==> src/rtl/fp_add_seq.sv <==
// fp_add_seq: multi-cycle IEEE754 adder/subtractor, operands accepted over valid/ready, result 4 edges later.
// Optional FP_ADD_RNE_EN selects round-to-nearest-even; default build truncates toward zero and saturates on overflow.
module fp_add_seq #(
    parameter int NX = 8,
    parameter int NM = 23
) (
    input  logic           CLK,
    input  logic           RST,
    input  logic           IN_VALID,
    output logic           IN_READY,
    input  logic [NX+NM:0] A,
    input  logic [NX+NM:0] B,
    input  logic           SUB,
    output logic           OUT_VALID,
    input  logic           OUT_READY,
    output logic [NX+NM:0] XOUT
);
    localparam int W   = NX + NM + 1;
    localparam int MW  = NM + 4;
    localparam int SW  = NM + 5;
    localparam int EW  = NX + 2;
    localparam int LZW = $clog2(NM + 5);

    localparam logic [NX-1:0]        EXP_ONES  = {NX{1'b1}};
    localparam logic signed [EW-1:0] EXP_INF_S = $signed({2'b00, EXP_ONES});
    localparam logic signed [EW-1:0] ZERO_S    = {EW{1'b0}};
    localparam logic signed [EW-1:0] ONE_S     = {{(EW-1){1'b0}}, 1'b1};
    localparam logic [W-1:0]         QNAN      = {1'b0, EXP_ONES, 1'b1, {(NM-1){1'b0}}};

    typedef enum logic [2:0] {
        S_IDLE  = 3'd0,
        S_ALIGN = 3'd1,
        S_ADD   = 3'd2,
        S_NORM  = 3'd3,
        S_DONE  = 3'd4
    } state_t;

    function automatic logic [LZW-1:0] lzc(input logic [MW-1:0] v);
        logic [LZW-1:0] cnt;
        cnt = LZW'(MW);
        for (int i = 0; i < MW; i++) begin
            if (v[i]) begin
                cnt = LZW'(MW - 1 - i);
            end
        end
        return cnt;
    endfunction

    state_t                r_state;
    logic                  r_in_ready;
    logic                  r_out_valid;
    logic [W-1:0]          r_xout;
    logic [W-1:0]          r_a;
    logic [W-1:0]          r_b;
    logic                  r_sign;
    logic [NX-1:0]         r_exp;
    logic [MW-1:0]         r_ml;
    logic [MW-1:0]         r_ms;
    logic                  r_eff_sub;
    logic                  r_special;
    logic [W-1:0]          r_spec_val;
    logic [SW-1:0]         r_sum;
    logic [MW-1:0]         r_mn;
    logic signed [EW-1:0]  r_en;
    logic                  r_zero;
    logic                  r_norm_ph;

    logic [NX-1:0]         w_ea, w_eb, w_el, w_es, w_diff;
    logic [NM-1:0]         w_fa, w_fb;
    logic [NM:0]           w_ma, w_mb, w_ml_raw, w_ms_raw;
    logic                  w_a_ge, w_sl, w_ss;
    logic                  w_a_nan, w_b_nan, w_a_inf, w_b_inf, w_a_zero, w_b_zero;
    logic [MW-1:0]         w_ext, w_ms_al;
    logic [2*MW-1:0]       w_wide;
    logic                  w_spec;
    logic [W-1:0]          w_spec_val;
    logic [SW-1:0]         w_sum;
    logic [LZW-1:0]        w_lz;
    logic [MW-1:0]         w_mn;
    logic signed [EW-1:0]  w_en;
    logic                  w_inc;
    logic [NM+1:0]         w_mr;
    logic signed [EW-1:0]  w_ef;
    logic [NM-1:0]         w_frac;
    logic [W-1:0]          w_res;

    // Unpack; exponent zero (zero or denormal) carries no hidden bit and so reads as signed zero.
    assign w_ea     = r_a[W-2:NM];
    assign w_eb     = r_b[W-2:NM];
    assign w_fa     = r_a[NM-1:0];
    assign w_fb     = r_b[NM-1:0];
    assign w_a_zero = (w_ea == {NX{1'b0}});
    assign w_b_zero = (w_eb == {NX{1'b0}});
    assign w_a_nan  = (w_ea == EXP_ONES) && (w_fa != {NM{1'b0}});
    assign w_b_nan  = (w_eb == EXP_ONES) && (w_fb != {NM{1'b0}});
    assign w_a_inf  = (w_ea == EXP_ONES) && (w_fa == {NM{1'b0}});
    assign w_b_inf  = (w_eb == EXP_ONES) && (w_fb == {NM{1'b0}});
    assign w_ma     = w_a_zero ? {(NM+1){1'b0}} : {1'b1, w_fa};
    assign w_mb     = w_b_zero ? {(NM+1){1'b0}} : {1'b1, w_fb};

    assign w_a_ge   = ({w_ea, w_ma} >= {w_eb, w_mb});
    assign w_sl     = w_a_ge ? r_a[W-1] : r_b[W-1];
    assign w_ss     = w_a_ge ? r_b[W-1] : r_a[W-1];
    assign w_el     = w_a_ge ? w_ea : w_eb;
    assign w_es     = w_a_ge ? w_eb : w_ea;
    assign w_ml_raw = w_a_ge ? w_ma : w_mb;
    assign w_ms_raw = w_a_ge ? w_mb : w_ma;
    assign w_diff   = w_el - w_es;
    assign w_ext    = {w_ms_raw, 3'b000};
    assign w_wide   = {w_ext, {MW{1'b0}}} >> w_diff;

    // Alignment shift: the lower half of the wide shift holds every bit pushed out, folded into sticky.
    always_comb begin
        w_ms_al = {MW{1'b0}};
        if (32'(w_diff) >= 32'(NM + 3)) begin
            w_ms_al = {{(MW-1){1'b0}}, |w_ms_raw};
        end else begin
            w_ms_al = w_wide[2*MW-1:MW] | {{(MW-1){1'b0}}, |w_wide[MW-1:0]};
        end
    end

    // Special-case result selection; the flag bypasses the arithmetic result at the end.
    always_comb begin
        w_spec     = w_a_nan | w_b_nan | w_a_inf | w_b_inf | (w_a_zero & w_b_zero);
        w_spec_val = {W{1'b0}};
        if (w_a_nan || w_b_nan || (w_a_inf && w_b_inf && (r_a[W-1] != r_b[W-1]))) begin
            w_spec_val = QNAN;
        end else if (w_a_inf) begin
            w_spec_val = {r_a[W-1], EXP_ONES, {NM{1'b0}}};
        end else if (w_b_inf) begin
            w_spec_val = {r_b[W-1], EXP_ONES, {NM{1'b0}}};
        end else if (w_a_zero && w_b_zero) begin
            w_spec_val = {r_a[W-1] & r_b[W-1], {(W-1){1'b0}}};
        end else begin
            w_spec_val = {W{1'b0}};
        end
    end

    // The larger magnitude sits in r_ml, so the effective subtraction never goes negative.
    assign w_sum = r_eff_sub ? ({1'b0, r_ml} - {1'b0, r_ms}) : ({1'b0, r_ml} + {1'b0, r_ms});

    // Normalisation: carry shifts right one place, otherwise a single-cycle left shift by the zero count.
    always_comb begin
        w_lz = lzc(r_sum[MW-1:0]);
        w_mn = {MW{1'b0}};
        w_en = ZERO_S;
        if (r_sum[SW-1]) begin
            w_mn = {r_sum[SW-1:2], r_sum[1] | r_sum[0]};
            w_en = $signed({2'b00, r_exp}) + ONE_S;
        end else begin
            w_mn = r_sum[MW-1:0] << w_lz;
            w_en = $signed({2'b00, r_exp}) - $signed({{(EW-LZW){1'b0}}, w_lz});
        end
    end

`ifdef FP_ADD_RNE_EN
    assign w_inc = r_mn[2] & (r_mn[1] | r_mn[0] | r_mn[3]);
`else
    assign w_inc = 1'b0 & (|r_mn[2:0]);
`endif

    assign w_mr   = {1'b0, r_mn[MW-1:3]} + {{(NM+1){1'b0}}, w_inc};
    assign w_ef   = r_en + $signed({{(EW-1){1'b0}}, w_mr[NM+1]});
    assign w_frac = w_mr[NM+1] ? w_mr[NM:1] : w_mr[NM-1:0];

    // Final packing: specials, exact zero, underflow flush, overflow, then the rounded value.
    always_comb begin
        w_res = {W{1'b0}};
        if (r_special) begin
            w_res = r_spec_val;
        end else if (r_zero) begin
            w_res = {W{1'b0}};
        end else if (r_en <= ZERO_S) begin
            w_res = {r_sign, {(W-1){1'b0}}};
        end else if (w_ef >= EXP_INF_S) begin
`ifdef FP_ADD_RNE_EN
            w_res = {r_sign, EXP_ONES, {NM{1'b0}}};
`else
            w_res = {r_sign, {(NX-1){1'b1}}, 1'b0, {NM{1'b1}}};
`endif
        end else begin
            w_res = {r_sign, w_ef[NX-1:0], w_frac};
        end
    end

    // Control FSM and all datapath registers; NORM spends one cycle normalising and one rounding.
    always_ff @(posedge CLK) begin
        if (RST) begin
            r_state     <= S_IDLE;
            r_in_ready  <= 1'b1;
            r_out_valid <= 1'b0;
            r_xout      <= {W{1'b0}};
            r_a         <= {W{1'b0}};
            r_b         <= {W{1'b0}};
            r_sign      <= 1'b0;
            r_exp       <= {NX{1'b0}};
            r_ml        <= {MW{1'b0}};
            r_ms        <= {MW{1'b0}};
            r_eff_sub   <= 1'b0;
            r_special   <= 1'b0;
            r_spec_val  <= {W{1'b0}};
            r_sum       <= {SW{1'b0}};
            r_mn        <= {MW{1'b0}};
            r_en        <= ZERO_S;
            r_zero      <= 1'b0;
            r_norm_ph   <= 1'b0;
        end else begin
            case (r_state)
                S_IDLE: begin
                    if (IN_VALID && r_in_ready) begin
                        r_a        <= A;
                        r_b        <= {B[W-1] ^ SUB, B[W-2:0]};
                        r_in_ready <= 1'b0;
                        r_state    <= S_ALIGN;
                    end
                end
                S_ALIGN: begin
                    r_sign     <= w_sl;
                    r_exp      <= w_el;
                    r_ml       <= {w_ml_raw, 3'b000};
                    r_ms       <= w_ms_al;
                    r_eff_sub  <= w_sl ^ w_ss;
                    r_special  <= w_spec;
                    r_spec_val <= w_spec_val;
                    r_state    <= S_ADD;
                end
                S_ADD: begin
                    r_sum     <= w_sum;
                    r_norm_ph <= 1'b0;
                    r_state   <= S_NORM;
                end
                S_NORM: begin
                    if (!r_norm_ph) begin
                        r_mn      <= w_mn;
                        r_en      <= w_en;
                        r_zero    <= (r_sum == {SW{1'b0}});
                        r_norm_ph <= 1'b1;
                    end else begin
                        r_xout      <= w_res;
                        r_out_valid <= 1'b1;
                        r_norm_ph   <= 1'b0;
                        r_state     <= S_DONE;
                    end
                end
                S_DONE: begin
                    if (OUT_READY) begin
                        r_out_valid <= 1'b0;
                        r_in_ready  <= 1'b1;
                        r_state     <= S_IDLE;
                    end
                end
                default: begin
                    r_state     <= S_IDLE;
                    r_in_ready  <= 1'b1;
                    r_out_valid <= 1'b0;
                    r_norm_ph   <= 1'b0;
                end
            endcase
        end
    end

    assign IN_READY  = r_in_ready;
    assign OUT_VALID = r_out_valid;
    assign XOUT      = r_xout;

endmodule
==> config.mk <==
export PLATFORM = sky130hd
export DESIGN_NAME = fp_add_seq
export DESIGN_NICKNAME = d
export VERILOG_FILES = /design/src/rtl/fp_add_seq.sv
export SDC_FILE = /design/constraint.sdc
export NUM_CORES = 1
export LEC_CHECK = 0
export ABC_AREA = 1
export CELL_PAD_IN_SITES_DETAIL_PLACEMENT = 0
export CELL_PAD_IN_SITES_GLOBAL_PLACEMENT = 1
export CORE_ASPECT_RATIO = 1.5
export CORE_MARGIN = 2
export CORE_UTILIZATION = 40
export DETAILED_ROUTE_END_ITERATION = 8
export HOLD_SLACK_MARGIN = 0.08
export PLACE_DENSITY = 0.86
export SYNTH_ARGS = -nofsm -noshare
export SYNTH_HDL_FRONTEND = slang
export SYNTH_SLANG_ARGS = --single-unit
==> constraint.sdc <==
create_clock -name CLK -period 5 [get_ports CLK]
set_clock_uncertainty 0.2 [all_clocks]
set_input_delay 0.75 -clock CLK [delete_from_list [all_inputs] [get_ports CLK]]
set_output_delay 0.75 -clock CLK [all_outputs]
set_load 0.05 [all_outputs]
==> out/results.tsv, run 1 <==
stage	metric	value	unit
routing	via-per-instance ratio	5.44	
synth	top post-synthesis cells by area	dfxtp_1 28%, nand2_1 13%, a21oi_1 9.2%	
floorplan	Ports	103	
routing	Residual DRC	0	
outcome	failing checks	setup timing	
setup_path	CP max-delay cell	o21ai_1	
setup_path	most frequent CP cell	nand2_1	
clocking	clock root cell	clkbuf_16	
timing	final number of max-transition violations	0	
setup_path	arrival time at the worst endpoint	5.34	ns
synth	Mapped Cells	2555	
clocking	hold_buf cts	0	
finish	commonest non-fill, non-tap cells in the layout	573 x nand2_1, 298 x a21oi_1, 273 x o21ai_0	
synth	Synth Register Bits	229	
routing	vias	17148	
synth	EDFF count, synth	0	
timing	final setup margin	-0.0628	ns
timing	endpoints failing hold	0	
clocking	buffer depth of the longest clock path	3	
floorplan	Die Width	169	um
clocking	clock-pin slew on the worst setup and hold paths	0.07	ns
worst_hold_path	class of the worst hold path	flop to flop	
finish	area occupied by multi-input gates	10200	sq um
timing	Final Cycle Share	101	%
setup_path	critical-path maximum fanout	47	
timing	TNS Setup	-0.199	ns
grt	gr ovfl total	0	
routing	1st-iter DRT viols	987	
clocking	H-tree depth	1	
setup_path	Worst Setup End Kind	flop	
floorplan	Die ar.	42400	sq um
synth	async set or reset register ratio after synthesis	0	%
synth	syn_nets	2716	
setup_path	Worst Path Buf+Inv	6	
grt	GRT Util Overall	25.2	%
synth	Seq/Total Area, Yosys	28.2	%
clocking	cts bufs inserted	26	
setup_path	Worst path top cell family by delay	simple AND/OR/NAND/NOR gates	
timing	WHS	0.261	ns
clocking	CTS tree	built	
synth	Yosys cell types	63	
grt	antenna violations before repair	0	
placement	gpl congestion	0.973	
routing	per-cell routed wire length	17.3	um
timing	minimum clock period	5.06	ns
grt	vias in the first global route	16490	
job	Max-Cap Viols	0	
finish	Fillers	4103	
timing	unrepaired setup endpoints after global routing	yes	
placement	Cells after DPL	3079	
floorplan	Rows	90	
clocking	Worst-Skew Late Latency	0.57	ns
synth	leading area contributor after synthesis	dfxtp_1	
floorplan	Initial Util	40.5	%
setup_path	Crit path largest cell delay	0.38	ns
floorplan	Die H	251	um
clocking	TritonCTS Sinks	229	
timing	Worst Tran Pin Value	1.14	ns
finish	non-filler instance count after layout	3155	
placement	# port buffers	102	
finish	n_diodes	0	
setup_path	CP Launch Type	flop	
finish	Core Util, Final	48.1	%
grt	first-pass GRT wire length	85200	um
outcome	outcome	complete, but fails checks	
placement	dpl hpwl	42700	um
finish	Final nets	2790	
synth	Ys Warns	0	
synth	top-area cell type share of the netlist area	28.2	%
routing	final wirelength	54700	um
finish	most common cell after layout, fill and taps aside	nand2_1	
synth	Avg Inst Size Synth	6.37	sq um
setup_path	Worst Path Required	5.28	ns
routing	DRT Pass-1 Iters	5	
finish	proportion of layout cells with a drive suffix above 1	10.2	%
routing	Antenna Violating Nets Remaining	0	
floorplan	core box area	40200	sq um
setup_path	Setup Crit Path Kind	flop to flop	
finish	FF+latch area	4600	sq um
timing	Highest Clock Rate	198	MHz
grt	largest net degree at the start of global routing	110	
finish	synthesis-to-layout area growth	18.8	%
synth	Post-Syn Area	16300	sq um
timing	Max transition margin	24.1	%
synth	ys flop type	dfxtp_1	
timing	final setup violation count	6	
==> metrics by stage <==
step                setup slack, ns  area [sq um]
floorplan                     0.515         16300
global placement             -0.246         17900
detailed placement           -0.276         17900
CTS                        0.000716         18900
global route                 -0.318         19300
finish                      -0.0628         19300
==> worst paths after layout <==
check / start / to / slack (ns) / cells after the start
setup / recovery: r_b[23]$_SDFFE_PP0P_ / r_ms[0]$_SDFFE_PP0P_ / -0.06 / 40
hold / removal: r_mn[16]$_SDFFE_PP0P_ / r_mn[16]$_SDFFE_PP0P_ / 0.26 / 2
setup reg to reg: r_b[23]$_SDFFE_PP0P_ / r_ms[0]$_SDFFE_PP0P_ / -0.06 / 40
hold reg to reg: r_mn[16]$_SDFFE_PP0P_ / r_mn[16]$_SDFFE_PP0P_ / 0.26 / 2
==> registers in the layout, indices dropped and copies added (netlist names), 3 cells and up <==
signal      count
XOUT           32
r_a            32
r_b            32
r_en           10
r_exp           8
r_ml           24
r_mn           23
r_ms           27
r_spec_val      3
r_state         3
r_sum          28
==> layout make-up <==
class	count	share of cell area, %
clock buffer	34	3.78
clock inverter	14	0.725
tap	506	3.27
multi-input combinational	1897	53.0
sequential	229	23.8
inverter	284	5.59
timing repair buffer	191	9.86
==> cell usage after synthesis, types with 10 or more instances <==
cell      instances
nor3_1           15
o21ai_1          14
xor2_1           28
nand2_2          10
buf_2            15
nor4_1           16
nor2_1          152
inv_1           267
a31oi_1          20
a21oi_1         299
ha_1             90
nand3_1         218
inv_2            11
nand4_1          59
dfxtp_1         229
o21ai_0         273
nand2_1         582
o211ai_1         28
clkbuf_1        117
==> kinds of logic (layout without fill, tap and decap cells) <==
| logic type | after synthesis | after routing | share of synthesized area, % |
|---|---|---|---|
| AO/OA/AOI/OAI | 682 | 682 | 22.6 |
| XOR/XNOR | 34 | 34 | 1.99 |
| adder cells (fa/ha/maj) | 92 | 92 | 7.16 |
| buffers and inverters | 429 | 523 | 10.5 |
| flip-flops | 229 | 229 | 28.2 |
| multiplexers | 7 | 7 | 0.430 |
| AND/OR/NAND/NOR | 1082 | 1082 | 29.2 |
==> layer usage <==
layer | track usage (%) | up-vias | share of wire (%)
li1 | - | 8714 | -
met1 | 25.3 | 7859 | 37
met2 | 49.3 | 413 | 54
met3 | 1.86 | 162 | 2.8
met4 | 15.8 | 0 | 6.9
met5 | 0 | - | 0
==> timing repair <==
action | in CTS | in global routing
resized for setup | 29 | 63
buffers inserted | 9 | 15
pin swaps | 7 | 26
gates cloned | 1 | 4
endpoints found under the setup margin | 26 | 27
==> worst min-delay path: cells and delay by family (launching register included) <==
| family | cells | cell delay (ns) |
|---|---|---|
| DFF | 1 | 0.31 |
| and+or+nand+nor | 1 | 0.06 |
| AOI/OAI and AO/OA | 1 | 0.05 |
Power of run 1 is left out: the tool's default activity adds up to more than one toggle a clock period on the data nets, which glitch-free logic cannot reach.
==> run 2, diff against run 1 <==
- CORE_MARGIN: 2 -> 4
- GPL_TIMING_DRIVEN: default -> 0
==> out/results.tsv, run 2 (synthesis results as in run 1) <==
stage	metric	value	unit	change
timing	minimum clock period	5.09	ns	+0.0252 ns
finish	post-route cell area	20900	sq um	+8.1%
routing	DRT Pass-1 Iters	5		unchanged
timing	final setup margin	-0.0881	ns	-0.0252 ns
worst_hold_path	min-delay src	XOUT[18]$_SDFFE_PP0P_		
placement	# port buffers	102		unchanged
worst_hold_path	hold path endpoint	XOUT[18]$_SDFFE_PP0P_		
setup_path	Worst Setup End Kind	flop		
finish	Fillers	4044		-1.4%
placement	DP Area	17900	sq um	+0.40%
worst_hold_path	class of the worst hold path	flop to flop		
timing	final number of max-transition violations	0		unchanged
placement	dpl hpwl	54100	um	+27%
grt	antenna violations before repair	0		unchanged
grt	first-pass GRT wire length	101000	um	+18%
timing	Max transition margin	32.1	%	+8.0 points
setup_path	arrival time at the worst endpoint	5.36	ns	+0.02 ns
clocking	clock-pin slew on the worst setup and hold paths	0.07	ns	about the same
grt	vias in the first global route	18029		+9.3%
setup_path	most frequent CP cell	nand2_4		
grt	gr ovfl total	0		unchanged
floorplan	Die ar.	44100	sq um	+4.0%
grt	largest net degree at the start of global routing	15		-86%
finish	proportion of layout cells with a drive suffix above 1	17.2	%	+7.0 points
worst_hold_path	WHS Path Cells	2		unchanged
outcome	failing checks	setup timing		
finish	commonest non-fill, non-tap cells in the layout	521 x nand2_1, 289 x a21oi_1, 271 x o21ai_0		
placement	gpl congestion	1.04		+7.1%
floorplan	Ports	103		unchanged
floorplan	Initial Util	40.5	%	unchanged
routing	Residual DRC	0		unchanged
clocking	clock root cell	clkbuf_16		
clocking	Worst-Skew Late Latency	0.56	ns	about the same
grt	GRT Util Overall	29.2	%	+4.0 points
routing	via-per-instance ratio	5.60		+3.1%
timing	Highest Clock Rate	197	MHz	-0.50%
clocking	H-tree depth	1		unchanged
setup_path	critical-path maximum fanout	6		-87%
routing	vias	18402		+7.3%
clocking	CTS tree	built		
clocking	buffer depth of the longest clock path	3		unchanged
setup_path	Crit path largest cell delay	0.36	ns	-0.02 ns
clocking	TritonCTS Sinks	229		unchanged
setup_path	CP Launch Type	flop		
timing	unrepaired setup endpoints after global routing	yes		
setup_path	Worst Path Required	5.27	ns	about the same
finish	synthesis-to-layout area growth	28.4	%	
routing	1st-iter DRT viols	1232		+25%
setup_path	r2r endpoint	r_ms[16]$_SDFFE_PP0P_		
finish	Final nets	2922		+4.7%
floorplan	Die Width	173	um	+2.4%
finish	n_diodes	0		unchanged
routing	met3 wire len	2020	um	+30%
timing	Worst Tran Pin Value	1.01	ns	-0.129 ns
floorplan	core box area	40200	sq um	unchanged
setup_path	CP max-delay cell	dfxtp_4		
routing	per-cell routed wire length	20.6	um	+19%
routing	final wirelength	67600	um	+23%
routing	DR WL met2	36800	um	+25%
timing	endpoints failing hold	0		unchanged
setup_path	R2R depth	41		+2.5%
routing	Antenna Violating Nets Remaining	0		unchanged
routing	Met1 Wirelength	23500	um	+17%
setup_path	Setup Crit Path Kind	flop to flop		
outcome	outcome	complete, but fails checks		
floorplan	Die H	255	um	+1.6%
timing	Final Cycle Share	102	%	+0.50 points
setup_path	r2r startpoint	r_b[28]$_SDFFE_PP0P_		
job	Max-Cap Viols	0		unchanged
timing	final setup violation count	15		+9
setup_path	r2r setup slk	-0.09	ns	-0.03 ns
finish	most common cell after layout, fill and taps aside	nand2_1		
clocking	cts bufs inserted	24		-7.7%
routing	max layer used	met4		
floorplan	Rows	90		unchanged
==> run 2: repair_timing <==
item	4_1_cts	5_1_grt
gates cloned	4	4
buffers inserted	43	29
hold buffers	0	0
setup endpoints to repair	38	30
resized for setup	164	244
pin swaps	48	129
==> run 2: worst max-delay path: cells and delay by family, from the launching register on <==
kind                       cells  cell delay [ns]
AOI/OAI and AO/OA              2             0.33
xor gates and xnor gates       1             0.23
adders and majority gates      2             0.40
buffers and inverters         12             1.19
DFF                            1             0.36
and+or+nand+nor               24             2.26
==> run 2: stage by stage <==
| step | util [%] | hold slack [ns] | cells | setup TNS [ns] | setup slack (ns) |
|---|---|---|---|---|---|
| 5_1_grt | 52.0 | 0.278 | 3284 | -4.35 | -0.295 |
| 3_3_place_gp | 44.6 | 0.252 | 3163 | -29.56 | -1.34 |
| 2_1_floorplan | - | 0.237 | 2555 | 0 | 0.515 |
| 3_5_place_dp | 44.6 | 0.253 | 3163 | -30.19 | -1.33 |
| 4_1_cts | 49.1 | 0.264 | 3252 | -0.755 | -0.0898 |
| 6_report | 52.0 | 0.262 | 3284 | -0.668 | -0.0881 |
==> run 2: cell type report <==
class	instances	area (sq um)	share of cell area, %
Buffer	144	776	3.71
Clock buffer	32	681	3.26
Clock inverter	11	190	0.910
Inverter	284	1090	5.24
Multi-Input combinational cell	1897	11100	53.2
Sequential cell	229	4620	22.1
Tap cell	506	633	3.03
Timing Repair Buffer	181	1780	8.52
==> run 2: worst max-delay path by stage <==
stage          slack, ns  cells after the start            startpoint               endpoint
2_1_floorplan       0.52                     33  r_a[29]$_SDFFE_PP0P_  r_ms[16]$_SDFFE_PP0P_
3_3_place_gp       -1.34                     33  r_a[29]$_SDFFE_PP0P_   r_ms[0]$_SDFFE_PP0P_
3_5_place_dp       -1.33                     33  r_a[29]$_SDFFE_PP0P_   r_ms[0]$_SDFFE_PP0P_
4_1_cts            -0.09                     37  r_b[29]$_SDFFE_PP0P_  r_ms[23]$_SDFFE_PP0P_
5_1_grt            -0.29                     41  r_b[28]$_SDFFE_PP0P_   r_ms[0]$_SDFFE_PP0P_
6_report           -0.09                     41  r_b[28]$_SDFFE_PP0P_  r_ms[16]$_SDFFE_PP0P_
==> run 2: metal layers <==
| layer | vias up | global-route usage, % |
|---|---|---|
| li1 | 9013 | - |
| met1 | 8627 | 27.7 |
| met2 | 548 | 59.8 |
| met3 | 214 | 2.20 |
| met4 | 0 | 19.1 |
| met5 | - | 0 |
Power of run 2 is left out for the same reason.
==> run 3, diff against run 2 <==
- CELL_PAD_IN_SITES_GLOBAL_PLACEMENT: 1 -> 2
- CORE_UTILIZATION: 40 -> 33
- PLACE_DENSITY: 0.86 -> 0.91
==> out/results.tsv, run 3 (synthesis results as in run 1) <==
stage	metric	value	unit	change
floorplan	Initial Util	33.4	%	-7.1 points
timing	TNS Setup	-0.0773	ns	+0.591 ns
grt	largest net degree at the start of global routing	15		unchanged
setup_path	CP max-delay cell	dfxtp_4		
timing	final number of max-transition violations	0		unchanged
floorplan	Die ar.	53000	sq um	+20%
timing	endpoints failing hold	0		unchanged
setup_path	Worst Path Buf+Inv	6		-6
clocking	hold_buf cts	0		unchanged
routing	met3 wire len	2110	um	+4.6%
clocking	TritonCTS Sinks	229		unchanged
placement	gpl congestion	0.976		-6.3%
clocking	cts bufs inserted	24		unchanged
timing	Max transition margin	33.1	%	+1.0 points
timing	unrepaired setup endpoints after global routing	yes		
routing	via-per-instance ratio	5.30		-5.4%
floorplan	Die Width	189	um	+9.6%
finish	n_diodes	0		unchanged
clocking	CTS tree	built		
clocking	clock-pin slew on the worst setup and hold paths	0.06	ns	about the same
finish	commonest non-fill, non-tap cells in the layout	527 x nand2_1, 288 x a21oi_1, 266 x o21ai_0		
finish	Final nets	2914		-0.27%
setup_path	CP Launch Type	flop		
setup_path	arrival time at the worst endpoint	5.23	ns	-0.13 ns
job	Max-Cap Viols	0		unchanged
routing	Residual DRC	0		unchanged
grt	gr ovfl total	0		unchanged
setup_path	R2R depth	37		-9.8%
outcome	outcome	complete, but fails checks		
routing	vias	18153		-1.4%
finish	synthesis-to-layout area growth	27.5	%	
finish	post-route cell area	20800	sq um	-0.68%
placement	dpl hpwl	54800	um	+1.2%
routing	DRT Pass-1 Iters	6		+1
routing	max layer used	met4		
timing	Final Cycle Share	101	%	-1.1 points
setup_path	Crit path largest cell delay	0.36	ns	about the same
routing	Antenna Violating Nets Remaining	0		unchanged
routing	final wirelength	67600	um	about the same
finish	Core Util, Final	42.6	%	-9.3 points
timing	Worst Tran Pin Value	1.00	ns	-0.00944 ns
finish	proportion of layout cells with a drive suffix above 1	15.7	%	-1.5 points
worst_hold_path	WHS Path Cells	2		unchanged
placement	# port buffers	102		unchanged
outcome	failing checks	setup timing		
routing	DR WL met2	37000	um	+0.60%
setup_path	Setup Crit Path Kind	flop to flop		
grt	GRT Util Overall	24.4	%	-4.8 points
finish	most common cell after layout, fill and taps aside	nand2_1		
floorplan	Ports	103		unchanged
floorplan	Die H	280	um	+9.8%
timing	minimum clock period	5.03	ns	-0.0533 ns
timing	final setup margin	-0.0347	ns	+0.0533 ns
timing	Highest Clock Rate	199	MHz	+1.1%
routing	per-cell routed wire length	19.7	um	-4.1%
setup_path	Worst Path Required	5.19	ns	-0.08 ns
clocking	H-tree depth	1		unchanged
grt	first-pass GRT wire length	101000	um	+0.40%
setup_path	critical-path maximum fanout	6		unchanged
setup_path	most frequent CP cell	nand2_2		
clocking	Worst-Skew Late Latency	0.57	ns	about the same
placement	DP Area	18100	sq um	+1.0%
floorplan	Rows	99		+10%
setup_path	Worst Setup End Kind	flop		
setup_path	CP Depth	37		-9.8%
clocking	clock root cell	clkbuf_16		
finish	Fillers	5201		+29%
setup_path	Worst path top cell family by delay	simple AND/OR/NAND/NOR gates		
floorplan	core box area	48700	sq um	+21%
routing	Met1 Wirelength	23900	um	+1.6%
routing	1st-iter DRT viols	1112		-9.7%
grt	antenna violations before repair	0		unchanged
timing	final setup violation count	5		-10
worst_hold_path	class of the worst hold path	flop to flop		
grt	vias in the first global route	17846		-1.0%
clocking	buffer depth of the longest clock path	3		unchanged
timing	WHS	0.262	ns	-0.000589 ns
run 3: cell count changes in the layout (fill, tap and decap cells not counted), moves of 6 or more:
| cell | delta |
|---|---|
| nor2_2 | -12 |
| nand2_1 | +6 |
| nand3_1 | +27 |
| buf_12 | -7 |
| nor2_1 | +10 |
| inv_2 | +8 |
| inv_1 | -6 |
| nand2_4 | -10 |
| nand3_2 | -26 |
run 3: worst paths after layout:
| path | startpoint | endpoint | slack, ns |
|---|---|---|---|
| max | r_a[30]$_SDFFE_PP0P_ | r_ms[0]$_SDFFE_PP0P_ | -0.03 |
| min | XOUT[3]$_SDFFE_PP0P_ | XOUT[3]$_SDFFE_PP0P_ | 0.26 |
| max reg2reg | r_a[30]$_SDFFE_PP0P_ | r_ms[0]$_SDFFE_PP0P_ | -0.03 |
| min reg2reg | XOUT[3]$_SDFFE_PP0P_ | XOUT[3]$_SDFFE_PP0P_ | 0.26 |
run 3: tightest hold or removal path, stage by stage, from the launching register on:
cell and delay (ns):
dfxtp_1 0.31, nand2_1 0.06, a21oi_1 0.05
run 3: final cells by class:
cell class              instances  area, sq um  area share (%)
flip-flops and latches        229         4620            22.3
multi-input cells            1897        11000            52.9
repair buffers                174         1680            8.11
plain buffers                 143          706            3.40
inverters                     284         1090            5.23
clock buffers                  30          643            3.10
well taps                     656          821            3.95
clock inverters                11          213            1.02
run 3: timing repair:
item / in CTS / in global routing
resized for setup: 177 / 170
setup buffers: 38 / 24
cloned: 8 / 2
endpoints found under the setup margin: 37 / 31
pin swaps: 57 / 91
run 3: per-layer routing:
metal / up-vias / GRT usage (%)
met5: - / 0
met4: 0 / 13.6
met3: 195 / 1.94
met2: 495 / 49.3
met1: 8490 / 24.0
li1: 8973 / -
run 3: per-stage QoR:
step / setup slack (ns) / std cells
4_1_cts: -0.0382 / 3399
3_3_place_gp: -1.40 / 3313
3_5_place_dp: -1.37 / 3313
2_1_floorplan: 0.515 / 2555
6_report: -0.0347 / 3424
5_1_grt: -0.267 / 3424
Power of run 3 is left out for the same reason.
